==> config.mk <==
export PLATFORM = sky130hd
export DESIGN_NAME = alu_seq
export DESIGN_NICKNAME = d
export VERILOG_FILES = /design/src/rtl/alu_seq.sv
export SDC_FILE = /design/constraint.sdc
export NUM_CORES = 1
export LEC_CHECK = 0
export ABC_CLOCK_PERIOD_IN_PS = 4860
export CAP_MARGIN = 20
export CORE_MARGIN = 2
export CORE_UTILIZATION = 55
export CTS_BUF_LIST = sky130_fd_sc_hd__clkbuf_8
export DETAILED_ROUTE_END_ITERATION = 16
export MAX_ROUTING_LAYER = met4
export PLACE_DENSITY = 0.76
export SLEW_MARGIN = 20
export SYNTH_ARGS = -nofsm -noshare
export SYNTH_HDL_FRONTEND = slang
export SYNTH_SLANG_ARGS = --single-unit
==> constraint.sdc <==
create_clock -name clk -period 4.86 [get_ports clk]
set_clock_uncertainty 0.15 [all_clocks]
set_input_delay 1.458 -clock clk [delete_from_list [all_inputs] [get_ports clk]]
set_output_delay 1.458 -clock clk [all_outputs]
set_load 0.05 [all_outputs]
==> src/rtl/alu_seq.sv <==
// Clocked ARM data-processing ALU with an iterative shift-add multiplier,
// an architectural NZCV register and valid/ready handshakes on both sides.
module alu_seq #(
    parameter int WIDTH = 32,
    parameter int CNT_W = 6
) (
    input  logic             clk,
    input  logic             rst_n,
    input  logic             in_valid,
    output logic             in_ready,
    input  logic [3:0]       opcode,
    input  logic             is_mul,
    input  logic             set_flags,
    input  logic [WIDTH-1:0] a,
    input  logic [WIDTH-1:0] b,
    output logic             out_valid,
    input  logic             out_ready,
    output logic [WIDTH-1:0] result,
    output logic             wr_en,
    output logic [3:0]       flags,
    output logic             busy
);

    localparam logic [3:0] OP_AND = 4'h0;
    localparam logic [3:0] OP_EOR = 4'h1;
    localparam logic [3:0] OP_SUB = 4'h2;
    localparam logic [3:0] OP_RSB = 4'h3;
    localparam logic [3:0] OP_ADD = 4'h4;
    localparam logic [3:0] OP_ADC = 4'h5;
    localparam logic [3:0] OP_SBC = 4'h6;
    localparam logic [3:0] OP_RSC = 4'h7;
    localparam logic [3:0] OP_TST = 4'h8;
    localparam logic [3:0] OP_TEQ = 4'h9;
    localparam logic [3:0] OP_CMP = 4'hA;
    localparam logic [3:0] OP_CMN = 4'hB;
    localparam logic [3:0] OP_ORR = 4'hC;
    localparam logic [3:0] OP_MOV = 4'hD;
    localparam logic [3:0] OP_BIC = 4'hE;
    localparam logic [3:0] OP_MVN = 4'hF;

    typedef enum logic [1:0] {
        IDLE = 2'd0,
        MUL  = 2'd1,
        HOLD = 2'd2
    } state_t;

    state_t             state_r, state_nxt_s;
    logic [WIDTH-1:0]   result_r, result_nxt_s;
    logic               wr_en_r, wr_en_nxt_s;
    logic [3:0]         flags_r, flags_nxt_s;
    logic               out_valid_r, out_valid_nxt_s;
    logic               busy_r, busy_nxt_s;
    logic [WIDTH-1:0]   mcand_r, mcand_nxt_s;
    logic [WIDTH-1:0]   mplier_r, mplier_nxt_s;
    logic [WIDTH-1:0]   acc_r, acc_nxt_s;
    logic [CNT_W-1:0]   count_r, count_nxt_s;
    logic               mul_sf_r, mul_sf_nxt_s;

    logic               in_ready_s;
    logic               accept_s;
    logic [WIDTH-1:0]   add_x_s, add_y_s;
    logic               add_cin_s;
    logic [WIDTH:0]     sum_s;
    logic               is_arith_s;
    logic               force_flags_s;
    logic               alu_wr_s;
    logic [WIDTH-1:0]   alu_res_s;
    logic               alu_c_s, alu_v_s;
    logic [3:0]         alu_flags_s;

    assign in_ready_s = (state_r == IDLE) || ((state_r == HOLD) && out_ready);
    assign accept_s   = in_valid && in_ready_s;

    // Single-cycle ALU; C for ADC/SBC/RSC comes from the committed flag register.
    always_comb begin
        add_x_s       = a;
        add_y_s       = b;
        add_cin_s     = 1'b0;
        is_arith_s    = 1'b0;
        force_flags_s = 1'b0;
        alu_wr_s      = 1'b1;
        alu_res_s     = {WIDTH{1'b0}};
        case (opcode)
            OP_AND: alu_res_s = a & b;
            OP_EOR: alu_res_s = a ^ b;
            OP_SUB: begin is_arith_s = 1'b1; add_y_s = ~b; add_cin_s = 1'b1; end
            OP_RSB: begin is_arith_s = 1'b1; add_x_s = b; add_y_s = ~a; add_cin_s = 1'b1; end
            OP_ADD: is_arith_s = 1'b1;
            OP_ADC: begin is_arith_s = 1'b1; add_cin_s = flags_r[1]; end
            OP_SBC: begin is_arith_s = 1'b1; add_y_s = ~b; add_cin_s = flags_r[1]; end
            OP_RSC: begin is_arith_s = 1'b1; add_x_s = b; add_y_s = ~a; add_cin_s = flags_r[1]; end
            OP_TST: begin alu_res_s = a & b; alu_wr_s = 1'b0; force_flags_s = 1'b1; end
            OP_TEQ: begin alu_res_s = a ^ b; alu_wr_s = 1'b0; force_flags_s = 1'b1; end
            OP_CMP: begin
                is_arith_s = 1'b1; add_y_s = ~b; add_cin_s = 1'b1;
                alu_wr_s = 1'b0; force_flags_s = 1'b1;
            end
            OP_CMN: begin is_arith_s = 1'b1; alu_wr_s = 1'b0; force_flags_s = 1'b1; end
            OP_ORR: alu_res_s = a | b;
            OP_MOV: alu_res_s = b;
            OP_BIC: alu_res_s = a & ~b;
            OP_MVN: alu_res_s = ~b;
            default: alu_res_s = {WIDTH{1'b0}};
        endcase
        sum_s = {1'b0, add_x_s} + {1'b0, add_y_s} + {{WIDTH{1'b0}}, add_cin_s};
        if (is_arith_s) begin
            alu_res_s = sum_s[WIDTH-1:0];
            alu_c_s   = sum_s[WIDTH];
            alu_v_s   = (add_x_s[WIDTH-1] == add_y_s[WIDTH-1]) &&
                        (sum_s[WIDTH-1] != add_x_s[WIDTH-1]);
        end else begin
            alu_c_s   = flags_r[1];
            alu_v_s   = flags_r[0];
        end
        alu_flags_s = {alu_res_s[WIDTH-1], (alu_res_s == {WIDTH{1'b0}}), alu_c_s, alu_v_s};
    end

    // Next-state and next-datapath values for the IDLE/MUL/HOLD controller.
    always_comb begin
        state_nxt_s     = state_r;
        result_nxt_s    = result_r;
        wr_en_nxt_s     = wr_en_r;
        flags_nxt_s     = flags_r;
        out_valid_nxt_s = out_valid_r;
        busy_nxt_s      = busy_r;
        mcand_nxt_s     = mcand_r;
        mplier_nxt_s    = mplier_r;
        acc_nxt_s       = acc_r;
        count_nxt_s     = count_r;
        mul_sf_nxt_s    = mul_sf_r;
        if (accept_s) begin
            if (is_mul) begin
                mcand_nxt_s     = a;
                mplier_nxt_s    = b;
                acc_nxt_s       = {WIDTH{1'b0}};
                count_nxt_s     = {CNT_W{1'b0}};
                mul_sf_nxt_s    = set_flags;
                busy_nxt_s      = 1'b1;
                out_valid_nxt_s = 1'b0;
                state_nxt_s     = MUL;
            end else begin
                result_nxt_s    = alu_res_s;
                wr_en_nxt_s     = alu_wr_s;
                out_valid_nxt_s = 1'b1;
                state_nxt_s     = HOLD;
                if (set_flags || force_flags_s) begin
                    flags_nxt_s = alu_flags_s;
                end else begin
                    flags_nxt_s = flags_r;
                end
            end
        end else begin
            case (state_r)
                IDLE: state_nxt_s = IDLE;
                MUL: begin
                    if (count_r == CNT_W'(WIDTH)) begin
                        result_nxt_s    = acc_r;
                        wr_en_nxt_s     = 1'b1;
                        out_valid_nxt_s = 1'b1;
                        busy_nxt_s      = 1'b0;
                        state_nxt_s     = HOLD;
                        if (mul_sf_r) begin
                            flags_nxt_s = {acc_r[WIDTH-1], (acc_r == {WIDTH{1'b0}}), flags_r[1:0]};
                        end else begin
                            flags_nxt_s = flags_r;
                        end
                    end else begin
                        if (mplier_r[0]) begin
                            acc_nxt_s = acc_r + mcand_r;
                        end else begin
                            acc_nxt_s = acc_r;
                        end
                        mcand_nxt_s  = mcand_r << 1;
                        mplier_nxt_s = mplier_r >> 1;
                        count_nxt_s  = count_r + CNT_W'(1);
                    end
                end
                HOLD: begin
                    if (out_ready) begin
                        out_valid_nxt_s = 1'b0;
                        state_nxt_s     = IDLE;
                    end else begin
                        state_nxt_s     = HOLD;
                    end
                end
                default: begin
                    state_nxt_s     = IDLE;
                    out_valid_nxt_s = 1'b0;
                    busy_nxt_s      = 1'b0;
                end
            endcase
        end
    end

    // State and datapath registers; reset discards any in-flight operation.
    always_ff @(posedge clk or negedge rst_n) begin
        if (!rst_n) begin
            state_r     <= IDLE;
            result_r    <= {WIDTH{1'b0}};
            wr_en_r     <= 1'b0;
            flags_r     <= 4'b0000;
            out_valid_r <= 1'b0;
            busy_r      <= 1'b0;
            mcand_r     <= {WIDTH{1'b0}};
            mplier_r    <= {WIDTH{1'b0}};
            acc_r       <= {WIDTH{1'b0}};
            count_r     <= {CNT_W{1'b0}};
            mul_sf_r    <= 1'b0;
        end else begin
            state_r     <= state_nxt_s;
            result_r    <= result_nxt_s;
            wr_en_r     <= wr_en_nxt_s;
            flags_r     <= flags_nxt_s;
            out_valid_r <= out_valid_nxt_s;
            busy_r      <= busy_nxt_s;
            mcand_r     <= mcand_nxt_s;
            mplier_r    <= mplier_nxt_s;
            acc_r       <= acc_nxt_s;
            count_r     <= count_nxt_s;
            mul_sf_r    <= mul_sf_nxt_s;
        end
    end

    assign in_ready  = in_ready_s;
    assign out_valid = out_valid_r;
    assign result    = result_r;
    assign wr_en     = wr_en_r;
    assign flags     = flags_r;
    assign busy      = busy_r;

endmodule

# ---- Word-level counts from Yosys, hierarchy flattened
# Index checks and enable logic that the tools add are counted.
dict set report classes {
  n_bitwise 7
  order_cmp 0
  n_eq_ne 28
  div 0
  muxes 54
  shifts 0
  reduce_logical 30
  n_mul 0
  addsub 4
}
# op count
set ops {}
lappend ops {{32-bit two-way mux} 19}
lappend ops {{32-bit one-hot mux with 6 select lines} 1}
lappend ops {{32-bit AND} 2}
lappend ops {{32-bit logical NOT} 2}
lappend ops {{32-bit inverter} 2}
lappend ops {{32-bit one-hot mux with 2 select lines} 1}
lappend ops {{32-bit by 32-bit adder with 33-bit output} 1}
lappend ops {{33-bit by 1-bit adder with 33-bit output} 1}
lappend ops {{32-bit adder} 1}
lappend ops {{4-bit equality test (second input constant)} 8}
lappend ops {{32-bit bitwise OR} 1}
lappend ops {{32-bit bitwise XOR} 1}
lappend ops {{4-bit two-way mux} 6}
lappend ops {{6-bit two-way mux} 4}
lappend ops {{4-bit by 3-bit equality test with 1-bit output (second input constant)} 4}
lappend ops {{1-bit two-way mux} 15}
lappend ops {{3-bit AND reduction} 4}
lappend ops {{3-bit OR reduction} 3}
lappend ops {{4-bit by 2-bit equality test with 1-bit output (second input constant)} 2}
lappend ops {{2-bit two-way mux} 4}
lappend ops {{2-bit inequality test (second input constant)} 4}
lappend ops {{4-bit AND reduction} 2}
lappend ops {{2-bit nonzero test} 4}
lappend ops {{2-bit OR reduction} 4}
lappend ops {{21 further kinds} 27}
dict set report word_totals {
  n_memories 0
  romBits 0
  output_inout_bits 40
  ram_bits 0
  wordCells 135
  latchBits 0
  regBits 144
}

# ---- Depth between registers and ports, before layout
# Gate-level depths: netlist (run 1).
dict set report depth {
  ltp_word 11
  ltp_mapped 22
}

# ---- Worst setup path after synthesis (run 1)
# Ideal clock, no wire load.
dict set report synth_path {
  path_type {input to register}
  from {input port opcode[3]}
  to {register flags_r[2] (netlist: flags[2])}
  setup_time_ns 0.104
  required_ns 4.606
  slack_ns -0.982
  stages 21
  arrival_time_ns 5.589
  path_cell_list {buf_2 > nand2_1 > clkbuf_1 > clkbuf_1 > nand3_1 > nand2_1 > clkbuf_1 > nand2_1 > o21ai_0 > o21ai_0 > ha_1 > nor2b_1 > o221a_2 > o21ai_4 > o31a_2 > o31a_2 > xnor2_1 > a221oi_1 > o211a_1 > nand4_1 > o41ai_2}
}
dict set report synth_via {
  elab_chain_cells 10
  elab_cells_between_ends 40
  classes_between {add/sub: 2; eq/ne: 16; mux: 10; reduce/logical: 12}
}
# element line
set synth_lines {}
lappend synth_lines {{start: declaration} 11} ;# input logic [3:0] opcode,
lappend synth_lines {{4-bit equality test, or another cell as far along} 83} ;# case (opcode)
lappend synth_lines {{3-bit OR reduction (no line) / 2-bit OR reduction (equally long branches)} -}
lappend synth_lines {{32-bit one-hot mux with 2 select lines / 32-bit two-way mux (equally long branches)} 83}
lappend synth_lines {{32-bit by 32-bit adder with 33-bit output} 105} ;# sum_s = {1'b0, add_x_s} + {1'b0, add_y_s} + {{WIDTH{1'b0}}, add_cin_s};
lappend synth_lines {{33-bit by 1-bit adder with 33-bit output} 105}
lappend synth_lines {{32-bit two-way mux} 106} ;# if (is_arith_s) begin
lappend synth_lines {{32-bit logical NOT} 115} ;# alu_flags_s = {alu_res_s[WIDTH-1], (alu_res_s == {WIDTH{1'b0}}), alu_c_s, alu_v_s};
lappend synth_lines {{4-bit two-way mux} 146} ;# if (set_flags || force_flags_s) begin
lappend synth_lines {{4-bit two-way mux} 132} ;# if (is_mul) begin
lappend synth_lines {{4-bit two-way mux} 131} ;# if (accept_s) begin
lappend synth_lines {{end signal: assignment} 213} ;# flags_r <= flags_nxt_s;
lappend synth_lines {{end: declaration} 50} ;# logic [3:0] flags_r, flags_nxt_s;
# Several ways; a longest one is shown, not always the timed one. The select of a mux whose other input is x is not followed.
# A chain may end at the register's enable or synchronous reset.

# ---- Worst setup path after layout (run 1)
dict set report layout_path {
  from {input port opcode[0]}
  to {register flags_r[2] (netlist: flags[2])}
}
# Same word-level chain as after synthesis.

==> results.sh, run 1 <==
export IMPL_status="finished with violations"
export IMPL_violations="negative setup slack"
export IMPL_clk_pin_slew_ns=0.10
export IMPL_grt_max_degree=117
export IMPL_initial_core_util=0.555
export IMPL_pin_count=114
export IMPL_grt_pass1_vias=14144
export IMPL_num_vias=14553
export IMPL_maxSlewViolCount=0
export IMPL_cts_root_buf="clkbuf_8"
export IMPL_final_layout_size_suffix_gt1_frac=0.213
export IMPL_worstReg2RegStart="flags[1]$_DFFE_PN0P_"
export IMPL_seq_area_frac_synth=0.270
export IMPL_whs_path_depth=2
export IMPL_max_clock_freq_ghz=0.202
export IMPL_postLayoutCoreUtil=0.726
export IMPL_place_hpwl_um=36900
export IMPL_port_buffers=113
export IMPL_cts_sinks=144
export IMPL_routed_wl_um=48500
export IMPL_worstHoldStart="result[8]$_DFFE_PN0P_"
export IMPL_crit_fanout=6
export IMPL_synth_seq_cells=144
export IMPL_overflow=0
export IMPL_cp_required_ns=5.08
export IMPL_synth_area_per_cell_um2=7.69
export IMPL_final_antenna_net_count=0
export IMPL_crit_path_end_kind="register"
export IMPL_synth_warnings=0
export IMPL_die_h_um=160
export IMPL_syn_instance_count=1738
export IMPL_grt_pass1_wl_um=76000
export IMPL_ys_types=87
export IMPL_timing_final_crit_share=1.02
export IMPL_whs_endpoint="result[8]$_DFFE_PN0P_"
export IMPL_syn_to_final_growth_pct=31.0
export IMPL_cp_startpoint="opcode[0]"
export IMPL_start_kind="input pin"
export IMPL_synth_edf_count=0
export IMPL_drt_iter0_drc=1457
export IMPL_fin_ws_ns=-0.0870
export IMPL_instances_no_fill=2396
export IMPL_dp_cells=2354
export IMPL_peakVddDrop_uv=332
export IMPL_max_slew_margin_rel=0.305
export IMPL_avgViaCountPerCell=6.07
export IMPL_cts_hold_buffers=0
export IMPL_final_nets=2234
export IMPL_syn_area_mm2=0.0134
export IMPL_worst_slew_pin_slew_ns=1.04
export IMPL_core_area_mm2=0.0241
export IMPL_p_leak_uw=0.00847
export IMPL_mostFrequentLayoutCell="buf_4"
export IMPL_syn_nets=1914
export IMPL_place_congestion=1.02
export IMPL_reg2reg_slack_ns=0.62
export IMPL_die_w_um=160
export IMPL_async_flop_share=1.00
export IMPL_antenna_found_initial=1
export IMPL_fp_row_count=57
export IMPL_dr_pass1_iters=6
export IMPL_clockBufferDepth=2
export IMPL_rr_worst_depth=17
export IMPL_cts_tree="done"
export IMPL_die_area_mm2=0.0256
export IMPL_wl_per_cell_um=20.2
export IMPL_rsz0062_at_grt="true"
export IMPL_fin_crit_ns=4.95
export IMPL_fill_cells=2022
export IMPL_cap_violations=0
export IMPL_synth_ff_type="dfrtp_1"
export IMPL_final_hold_viol_count=0
export IMPL_setup_viol=1
export IMPL_ctsHtreeMaxLevel=4
export IMPL_clk_latency_ns=0.48
export IMPL_cts_inserted_buffers=17
export IMPL_hold_worst_slack_ns=0.336
export IMPL_grt_usage=0.386
export IMPL_drc=0
export IMPL_worstPathArrival_ns=5.17
export IMPL_layout_common_cells="buf_4, o21ai_0, nand2_1"
export IMPL_hp_class="reg2reg"
export IMPL_path_class="in2reg"
export IMPL_r2r_end="flags[2]$_DFFE_PN0P_"
export IMPL_power_per_cell_area_mw_per_mm2=420
## where the power goes
| group | switching [uW] | internal, uW | leakage (uW) | total [uW] |
|---|---|---|---|---|
| Clock | 617 | 397 | 0.000196 | 1010 |
| Sequential | 412 | 1660 | 0.00189 | 2080 |
| Combinational | 2500 | 1770 | 0.00639 | 4260 |
| Total | 3530 | 3830 | 0.00847 | 7350 |
## cell usage after synthesis, drive strengths merged, types with 8 or more instances
cell type / number / area share
nand2: 251 / 0.071
clkbuf: 79 / 0.022
buf: 36 / 0.016
nor2b: 16 / 0.0075
o22ai: 14 / 0.0066
a211oi: 12 / 0.0075
nor2: 100 / 0.028
and3: 10 / 0.0048
nand4: 16 / 0.0075
nand3: 59 / 0.022
inv: 89 / 0.025
nor4: 10 / 0.0047
a21oi: 110 / 0.041
and2: 8 / 0.0037
xnor2: 30 / 0.020
o211ai: 11 / 0.0062
o21ai: 287 / 0.11
or2: 8 / 0.0037
a21o: 36 / 0.020
xor2: 40 / 0.026
ha: 99 / 0.093
nor3: 26 / 0.0097
a221oi: 15 / 0.012
dfrtp: 144 / 0.27
a31oi: 9 / 0.0058
mux2i: 82 / 0.061
## worst max-delay path by stage
stage,cells after the start,to,slack (ns)
CTS,20,flags[2]$_DFFE_PN0P_,-0.09
floorplan,21,flags[2]$_DFFE_PN0P_,-0.20
global route,22,flags[2]$_DFFE_PN0P_,-0.31
global placement,17,flags[2]$_DFFE_PN0P_,-1.16
detailed placement,17,flags[2]$_DFFE_PN0P_,-1.27
finish,20,flags[2]$_DFFE_PN0P_,-0.09
## sequential cells by signal (all words and copies together), names as in the netlist
register,cells
acc_r,32
mcand_r,32
mplier_r,32
result,32
count_r,6
flags,4
state_r,2
busy,1
mul_sf_r,1
out_valid,1
wr_en,1
## cells by family (layout without fill, tap and decap cells)
logic type,after synthesis,in the layout,synth area share
AOI/OAI and AO/OA,584,584,0.270
and+or+nand+nor,545,545,0.187
buffers and inverters,204,537,0.0627
DFF,144,144,0.270
adders and majority gates,102,102,0.0971
muxes,89,89,0.0673
xor gates and xnor gates,70,70,0.0459
other,0,1,0
## metrics by stage
stage / power, uW / instance area [um2] / setup slack, ns / setup TNS (ns)
2_1_floorplan: 4680 / 13700 / -0.200 / -0.593
3_5_place_dp: 6210 / 16800 / -1.27 / -20.97
3_3_place_gp: 6090 / 16800 / -1.16 / -19.06
4_1_cts: 7260 / 17300 / -0.0950 / -0.0950
6_report: 7350 / 17500 / -0.0870 / -0.0870
5_1_grt: 7820 / 17500 / -0.310 / -1.08
## what timing repair did
| item | 4_1_cts | 5_1_grt |
|---|---|---|
| setup buffers | 5 | 5 |
| endpoints found under the setup margin | 21 | 15 |
| pin swaps | 15 | 25 |
| resized for setup | 23 | 48 |
| hold endpoints to repair | 0 | 0 |
## layer usage
metal | share of wire | track usage | vias to the layer above
met4 | 0.054 | 0.191 | 0
met1 | 0.42 | 0.485 | 6904
met5 | 0 | - | -
li1 | - | - | 6925
met3 | 0.067 | 0.0545 | 138
met2 | 0.46 | 0.614 | 586
## area by class of cell
class,count,area [um2],share of cell area
Tap cell,324,405,0.0232
Antenna cell,1,2.50,0.000143
Sequential cell,144,3600,0.206
Inverter,89,342,0.0195
Clock inverter,14,134,0.00765
Multi-Input combinational cell,1390,9280,0.530
Clock buffer,18,248,0.0141
Timing Repair Buffer,416,3500,0.200
## worst max-delay path, cell delays in order
cell and delay (ns):
buf_12 0.09, inv_8 0.04, nor2_4 0.13, nand2_4 0.11, buf_6 0.15, a31oi_4 0.18
fa_2 0.25, inv_2 0.05, fa_2 0.39, a211oi_4 0.31, o21ai_4 0.11, a22oi_2 0.23
nor2b_4 0.22, xnor2_2 0.08, a221oi_2 0.28, nand4_1 0.18, nor4_2 0.36, buf_4 0.16
nand4_1 0.11, o41ai_2 0.28
Note: power is estimated with default switching activity, not from simulation.
==> inputs of run 2 (changes only) <==
--- a/config.mk
+++ b/config.mk
@@ -13,6 +13,8 @@
 export DETAILED_ROUTE_END_ITERATION = 16
 export MAX_ROUTING_LAYER = met4
 export PLACE_DENSITY = 0.76
+export REMOVE_ABC_BUFFERS = 1
+export SETUP_SLACK_MARGIN = 0.05
 export SLEW_MARGIN = 20
 export SYNTH_ARGS = -nofsm -noshare
 export SYNTH_HDL_FRONTEND = slang
==> run 2 against run 1 <==
  * The flow now finishes without violations
  * Register-to-register slack gained 0.21 ns
  * Via count is essentially flat
  * Sequential cell count is the same
  * Critical endpoint unchanged
==> results.sh, run 2 (same netlist as run 1, synthesis figures left out) <==
export IMPL_status="complete, no violations"
export IMPL_setup_tns_final_ns=0
export IMPL_cp_required_ns=5.08
export IMPL_port_buffers=113
export IMPL_ctsHtreeMaxLevel=4
export IMPL_clk_latency_ns=0.48
export IMPL_power_per_cell_area_mw_per_mm2=419
export IMPL_clockBufferDepth=2
export IMPL_peakVddDrop_uv=372
export IMPL_die_area_mm2=0.0256
export IMPL_wl_per_cell_um=20.2
export IMPL_cts_tree="done"
export IMPL_antenna_cells=0
export IMPL_p_leak_uw=0.00847
export IMPL_crit_fanout=7
export IMPL_die_h_um=160
export IMPL_clock_power_share=0.139
export IMPL_hp_class="reg2reg"
export IMPL_max_slew_margin_rel=0.366
export IMPL_mostFrequentLayoutCell="buf_4"
export IMPL_final_nets=2227
export IMPL_grt_pass1_vias=13970
export IMPL_fin_crit_ns=4.75
export IMPL_cts_root_buf="clkbuf_8"
export IMPL_cts_sinks=144
export IMPL_die_w_um=160
export IMPL_reg2reg_slack_ns=0.83
export IMPL_whs_path_depth=2
export IMPL_worstHoldStart="result[24]$_DFFE_PN0P_"
export IMPL_grt_max_degree=126
export IMPL_drc=0
export IMPL_pin_count=114
export IMPL_max_stage_delay_ns=0.38
export IMPL_internal_power_uw=3820
export IMPL_final_antenna_net_count=0
export IMPL_num_vias=14539
export IMPL_crit_path_end_kind="register"
export IMPL_dr_pass1_iters=6
export IMPL_place_hpwl_um=36300
export IMPL_fp_row_count=57
export IMPL_worstReg2RegStart="flags[1]$_DFFE_PN0P_"
export IMPL_start_kind="input pin"
export IMPL_setup_viol=0
export IMPL_worstPathArrival_ns=4.97
export IMPL_final_hold_viol_count=0
export IMPL_whs_endpoint="result[24]$_DFFE_PN0P_"
export IMPL_cts_inserted_buffers=17
export IMPL_worst_slew_pin_slew_ns=0.951
export IMPL_p_switching_uw=3560
export IMPL_fill_cells=2031
export IMPL_pwr_share_seq=0.283
export IMPL_grt_usage=0.385
export IMPL_path_cells="buf_6, nor2_4, nand2_8, o22ai_2, a31oi_2, fa_2, buf_4, buf_4, nor2b_4, o221a_4, o21ai_4, o31a_4, o31a_4, o21ai_1, xor2_1, a21oi_1, nand4_1, o41ai_2"
export IMPL_max_clock_freq_ghz=0.211
export IMPL_initial_core_util=0.555
export IMPL_r2r_end="result[20]$_DFFE_PN0P_"
export IMPL_rr_worst_depth=17
export IMPL_grt_pass1_wl_um=75500
export IMPL_final_area_mm2=0.0176
export IMPL_clk_pin_slew_ns=0.10
export IMPL_maxSlewViolCount=0
export IMPL_swShare=0.482
export IMPL_place_congestion=1.01
export IMPL_pwr_share_comb=0.578
export IMPL_cap_violations=0
export IMPL_place_area_mm2=0.0166
export IMPL_timing_final_crit_share=0.977
export IMPL_avgViaCountPerCell=6.09
export IMPL_hold_worst_slack_ns=0.341
export IMPL_path_class="in2reg"
export IMPL_routed_wl_um=48300
export IMPL_cts_hold_buffers=0
export IMPL_slowest_stage="o31a_4"
export IMPL_syn_to_final_growth_pct=31.6
export IMPL_layout_common_cells="buf_4, o21ai_0, nand2_1"
export IMPL_final_layout_size_suffix_gt1_frac=0.214
export IMPL_drt_iter0_drc=1381
export IMPL_overflow=0
export IMPL_rsz0062_at_grt="true"
export IMPL_postLayoutCoreUtil=0.730
export IMPL_antenna_found_initial=0
export IMPL_core_area_mm2=0.0241
-- run 2: changes by cell type in the layout (fill, tap and decap cells not counted), moves of 3 or more --
cell and delta:
o21ai_0 -9, o21ai_1 +6, buf_8 +3, o21ai_2 +3, clkinv_8 +5, inv_6 -4, buf_4 -15, buf_6 +4
nand2_4 -3
-- run 2: worst max-delay path by stage --
stage                                         end  slack (ns)      start  depth (start not counted)
after floorplan           mcand_r[10]$_DFFE_PN0P_       -3.91  out_ready                          5
after global placement       flags[2]$_DFFE_PN0P_       -1.05  opcode[3]                         17
after detailed placement     flags[2]$_DFFE_PN0P_       -1.10  opcode[3]                         17
after CTS                    flags[2]$_DFFE_PN0P_        0.05  opcode[3]                         18
after global routing         flags[2]$_DFFE_PN0P_       -0.01  opcode[3]                         19
final                        flags[2]$_DFFE_PN0P_        0.11  opcode[3]                         18
-- run 2: layout make-up --
cell class / count / area (um2) / area share
well taps: 324 / 405 / 0.0230
flip-flops and latches: 144 / 3600 / 0.205
clock inverters: 15 / 175 / 0.00995
inverters: 89 / 339 / 0.0193
multi-input cells: 1390 / 9330 / 0.530
repair buffers: 409 / 3510 / 0.199
clock buffers: 17 / 234 / 0.0133
-- run 2: worst max-delay path: cells and delay by family --
family	cells	cell delay (ns)
buf+inv	3	0.39
simple gates	4	0.58
fa+ha+maj	1	0.36
compound gates	9	2.05
xor+xnor	1	0.12
-- run 2: what timing repair did --
| item | CTS | global route |
|---|---|---|
| pin swaps | 15 | 39 |
| resized for setup | 39 | 107 |
| setup endpoints to repair | 26 | 22 |
| buffers inserted | 4 | 12 |
| cloned | 0 | 2 |
| hold endpoints to repair | 0 | 0 |
-- run 2: layer usage --
metal,GRT usage,part of all wire,up-vias
li1,-,-,6897
met1,0.491,0.42,6850
met2,0.604,0.46,637
met3,0.0494,0.069,155
met4,0.196,0.057,0
met5,-,0,-
-- run 2: metrics by stage --
step	power, uW	instances	setup slack, ns
finish	7380	2388	0.114
global route	7860	2388	-0.0117
CTS	7220	2375	0.0510
detailed placement	6160	2339	-1.10
global placement	6040	2339	-1.05
floorplan	4580	1623	-3.91
-- run 2: power groups by stage --
stage	Combinational, uW	Clock [uW]	Sequential [uW]
finish	4270	1030	2090
global route	4650	1070	2140
CTS	4120	1030	2070
detailed placement	4070	0	2090
global placement	3970	0	2070
floorplan	2110	0	2470
==> inputs of run 3 (changes only) <==
--- a/config.mk
+++ b/config.mk
@@ -5,7 +5,7 @@
 export SDC_FILE = /design/constraint.sdc
 export NUM_CORES = 1
 export LEC_CHECK = 0
-export ABC_CLOCK_PERIOD_IN_PS = 4860
+export ABC_CLOCK_PERIOD_IN_PS = 5800
 export CAP_MARGIN = 20
 export CORE_MARGIN = 2
 export CORE_UTILIZATION = 55
==> constraint.sdc (replaced) <==
create_clock -name clk -period 5.8 [get_ports clk]
set_clock_uncertainty 0.15 [all_clocks]
set_input_delay 1.74 -clock clk [delete_from_list [all_inputs] [get_ports clk]]
set_output_delay 1.74 -clock clk [all_outputs]
set_load 0.05 [all_outputs]
==> run 3 against run 2 <==
  * Hold slack lost 0.0049 ns
  * Highest routed layer unchanged
  * Critical endpoint unchanged
  * Die area did not move
  * Count of clock-buffer cells in the layout is the same
==> results.sh, run 3 (same netlist as run 1, synthesis figures left out) <==
export IMPL_maxSlewViolCount=0
export IMPL_fin_ws_ns=0.411
export IMPL_pin_count=114
export IMPL_cts_root_buf="clkbuf_8"
export IMPL_clock_power_share=0.143
export IMPL_cts_tree="done"
export IMPL_rr_worst_depth=16
export IMPL_peakVddDrop_uv=323
export IMPL_whs_path_depth=2
export IMPL_crit_fanout=5
export IMPL_antenna_cells=0
export IMPL_reg2reg_slack_ns=1.70
export IMPL_p_leak_uw=0.00788
export IMPL_pwr_share_seq=0.289
export IMPL_ctsHtreeMaxLevel=4
export IMPL_fin_crit_ns=5.39
export IMPL_avgViaCountPerCell=6.15
export IMPL_drt_iter0_drc=1280
export IMPL_core_area_mm2=0.0241
export IMPL_grt_usage=0.382
export IMPL_rsz0062_at_grt="false"
export IMPL_clk_pin_slew_ns=0.10
export IMPL_worstHoldStart="mplier_r[5]$_DFFE_PN0P_"
export IMPL_internal_power_uw=3120
export IMPL_cts_sinks=144
export IMPL_path_cells="clkdlybuf4s50_1, inv_1, nor2_1, a21oi_1, fa_1, nor2b_1, o221a_2, o21ai_4, o31a_2, o31a_2, xnor2_1, a221oi_1, buf_4, o211a_1, nand4_1, o41ai_2"
export IMPL_swShare=0.484
export IMPL_drc=0
export IMPL_final_nets=2134
export IMPL_grt_pass1_vias=13593
export IMPL_routed_wl_um=47700
export IMPL_cp_startpoint="b[0]"
export IMPL_p_switching_uw=2920
export IMPL_power_per_cell_area_mw_per_mm2=367
export IMPL_pwr_share_comb=0.568
export IMPL_wl_per_cell_um=20.8
export IMPL_cp_top_family="compound AO/OA/AOI/OAI gates"
export IMPL_overflow=0
export IMPL_cp_required_ns=6.02
export IMPL_final_hold_viol_count=0
export IMPL_die_h_um=160
export IMPL_status="complete, no violations"
export IMPL_start_kind="input pin"
export IMPL_antenna_found_initial=0
export IMPL_grt_max_degree=126
export IMPL_multi_input_area_mm2=0.00902
export IMPL_max_stage_delay_ns=0.65
export IMPL_final_antenna_net_count=0
export IMPL_critPathBufInv=3
export IMPL_port_buffers=113
export IMPL_max_clock_freq_ghz=0.186
export IMPL_place_hpwl_um=36400
export IMPL_fill_cells=2114
export IMPL_regArea_mm2=0.00360
export IMPL_max_slew_margin_rel=0.379
export IMPL_die_area_mm2=0.0256
export IMPL_place_congestion=0.994
export IMPL_path_class="in2reg"
export IMPL_cap_violations=0
export IMPL_crit_path_end_kind="register"
export IMPL_cpMostUsedCell="o31a_2"
export IMPL_worstReg2RegStart="flags[1]$_DFFE_PN0P_"
export IMPL_dr_pass1_iters=5
export IMPL_hold_worst_slack_ns=0.336
export IMPL_clockBufferDepth=2
export IMPL_mostFrequentLayoutCell="o21ai_0"
export IMPL_setup_viol=0
export IMPL_worstPathArrival_ns=5.61
export IMPL_num_vias=14122
export IMPL_hp_class="reg2reg"
export IMPL_slowest_stage="clkdlybuf4s50_1"
export IMPL_worst_slew_pin_slew_ns=0.931
export IMPL_clk_latency_ns=0.48
export IMPL_initial_core_util=0.555
export IMPL_grt_pass1_wl_um=74500
export IMPL_r2r_end="flags[2]$_DFFE_PN0P_"
export IMPL_layout_common_cells="o21ai_0, nand2_1, buf_4"
export IMPL_pre_cts_slack_ns=-0.334
export IMPL_cts_hold_buffers=0
export IMPL_timing_final_crit_share=0.929
export IMPL_fp_row_count=57
export IMPL_die_w_um=160
export IMPL_syn_to_final_growth_pct=23.2
export IMPL_cts_inserted_buffers=17
export IMPL_final_layout_size_suffix_gt1_frac=0.153
export IMPL_whs_endpoint="mplier_r[5]$_DFFE_PN0P_"
[run 3: metal layers]
layer	GRT usage	vias up	wire length (um)	share of wire
li1	-	6692	-	-
met1	0.488	6672	20200	0.42
met2	0.611	640	22100	0.46
met3	0.0403	118	3230	0.068
met4	0.178	0	2200	0.046
met5	-	-	0	0
[run 3: worst reg2reg max path, stage by stage, from the launching register on]
cell and delay, ns:
dfrtp_1 0.50, nor2b_1 0.16, o22ai_1 0.09, a32oi_1 0.23
fa_1 0.26, inv_1 0.06, fa_1 0.41, a211oi_2 0.24
o21ai_1 0.20, a221oi_2 0.32, a22oi_1 0.16, a211oi_2 0.27
o21ai_1 0.10, xor2_1 0.15, a211oi_2 0.28, nand4_1 0.14
o41ai_2 0.28
[run 3: stage by stage]
step / setup TNS (ns) / cells / utilization / area, um2 / total power, uW
5_1_grt: 0 / 2295 / 0.683 / 16500 / 6430
3_3_place_gp: -1.50 / 2262 / 0.663 / 16000 / 5040
2_1_floorplan: -292.68 / 1623 / - / 12900 / 3840
4_1_cts: 0 / 2294 / 0.681 / 16400 / 6000
6_report: 0 / 2295 / 0.683 / 16500 / 6040
3_5_place_dp: -2.36 / 2262 / 0.663 / 16000 / 5120
[run 3: worst max path at each step]
| stage | slack, ns | end | depth (start not counted) |
|---|---|---|---|
| after detailed placement | -0.33 | flags[2]$_DFFE_PN0P_ | 18 |
| after global routing | 0.22 | flags[2]$_DFFE_PN0P_ | 19 |
| after CTS | 0.15 | flags[2]$_DFFE_PN0P_ | 18 |
| after floorplan | -3.25 | mcand_r[10]$_DFFE_PN0P_ | 5 |
| final | 0.41 | flags[2]$_DFFE_PN0P_ | 16 |
| after global placement | -0.26 | flags[2]$_DFFE_PN0P_ | 18 |
[run 3: layout make-up]
cell class                      count  share of cell area
Clock buffer                       17              0.0142
Clock inverter                     15              0.0115
Inverter                           89              0.0203
Multi-Input combinational cell   1390               0.547
Sequential cell                   144               0.219
Tap cell                          324              0.0246
Timing Repair Buffer              316               0.163
[run 3: power groups by stage]
stage,sequential [uW],clock (uW),combinational (uW)
after floorplan,2070,0,1770
after global placement,1740,0,3300
after detailed placement,1750,0,3370
after CTS,1740,872,3390
after global routing,1790,913,3730
final,1750,866,3430
[run 3: timing repair]
action                     4_1_cts  5_1_grt
setup endpoints to repair        0       11
buffers inserted                 0        1
gates resized for setup          0       13
hold endpoints to repair         0        0
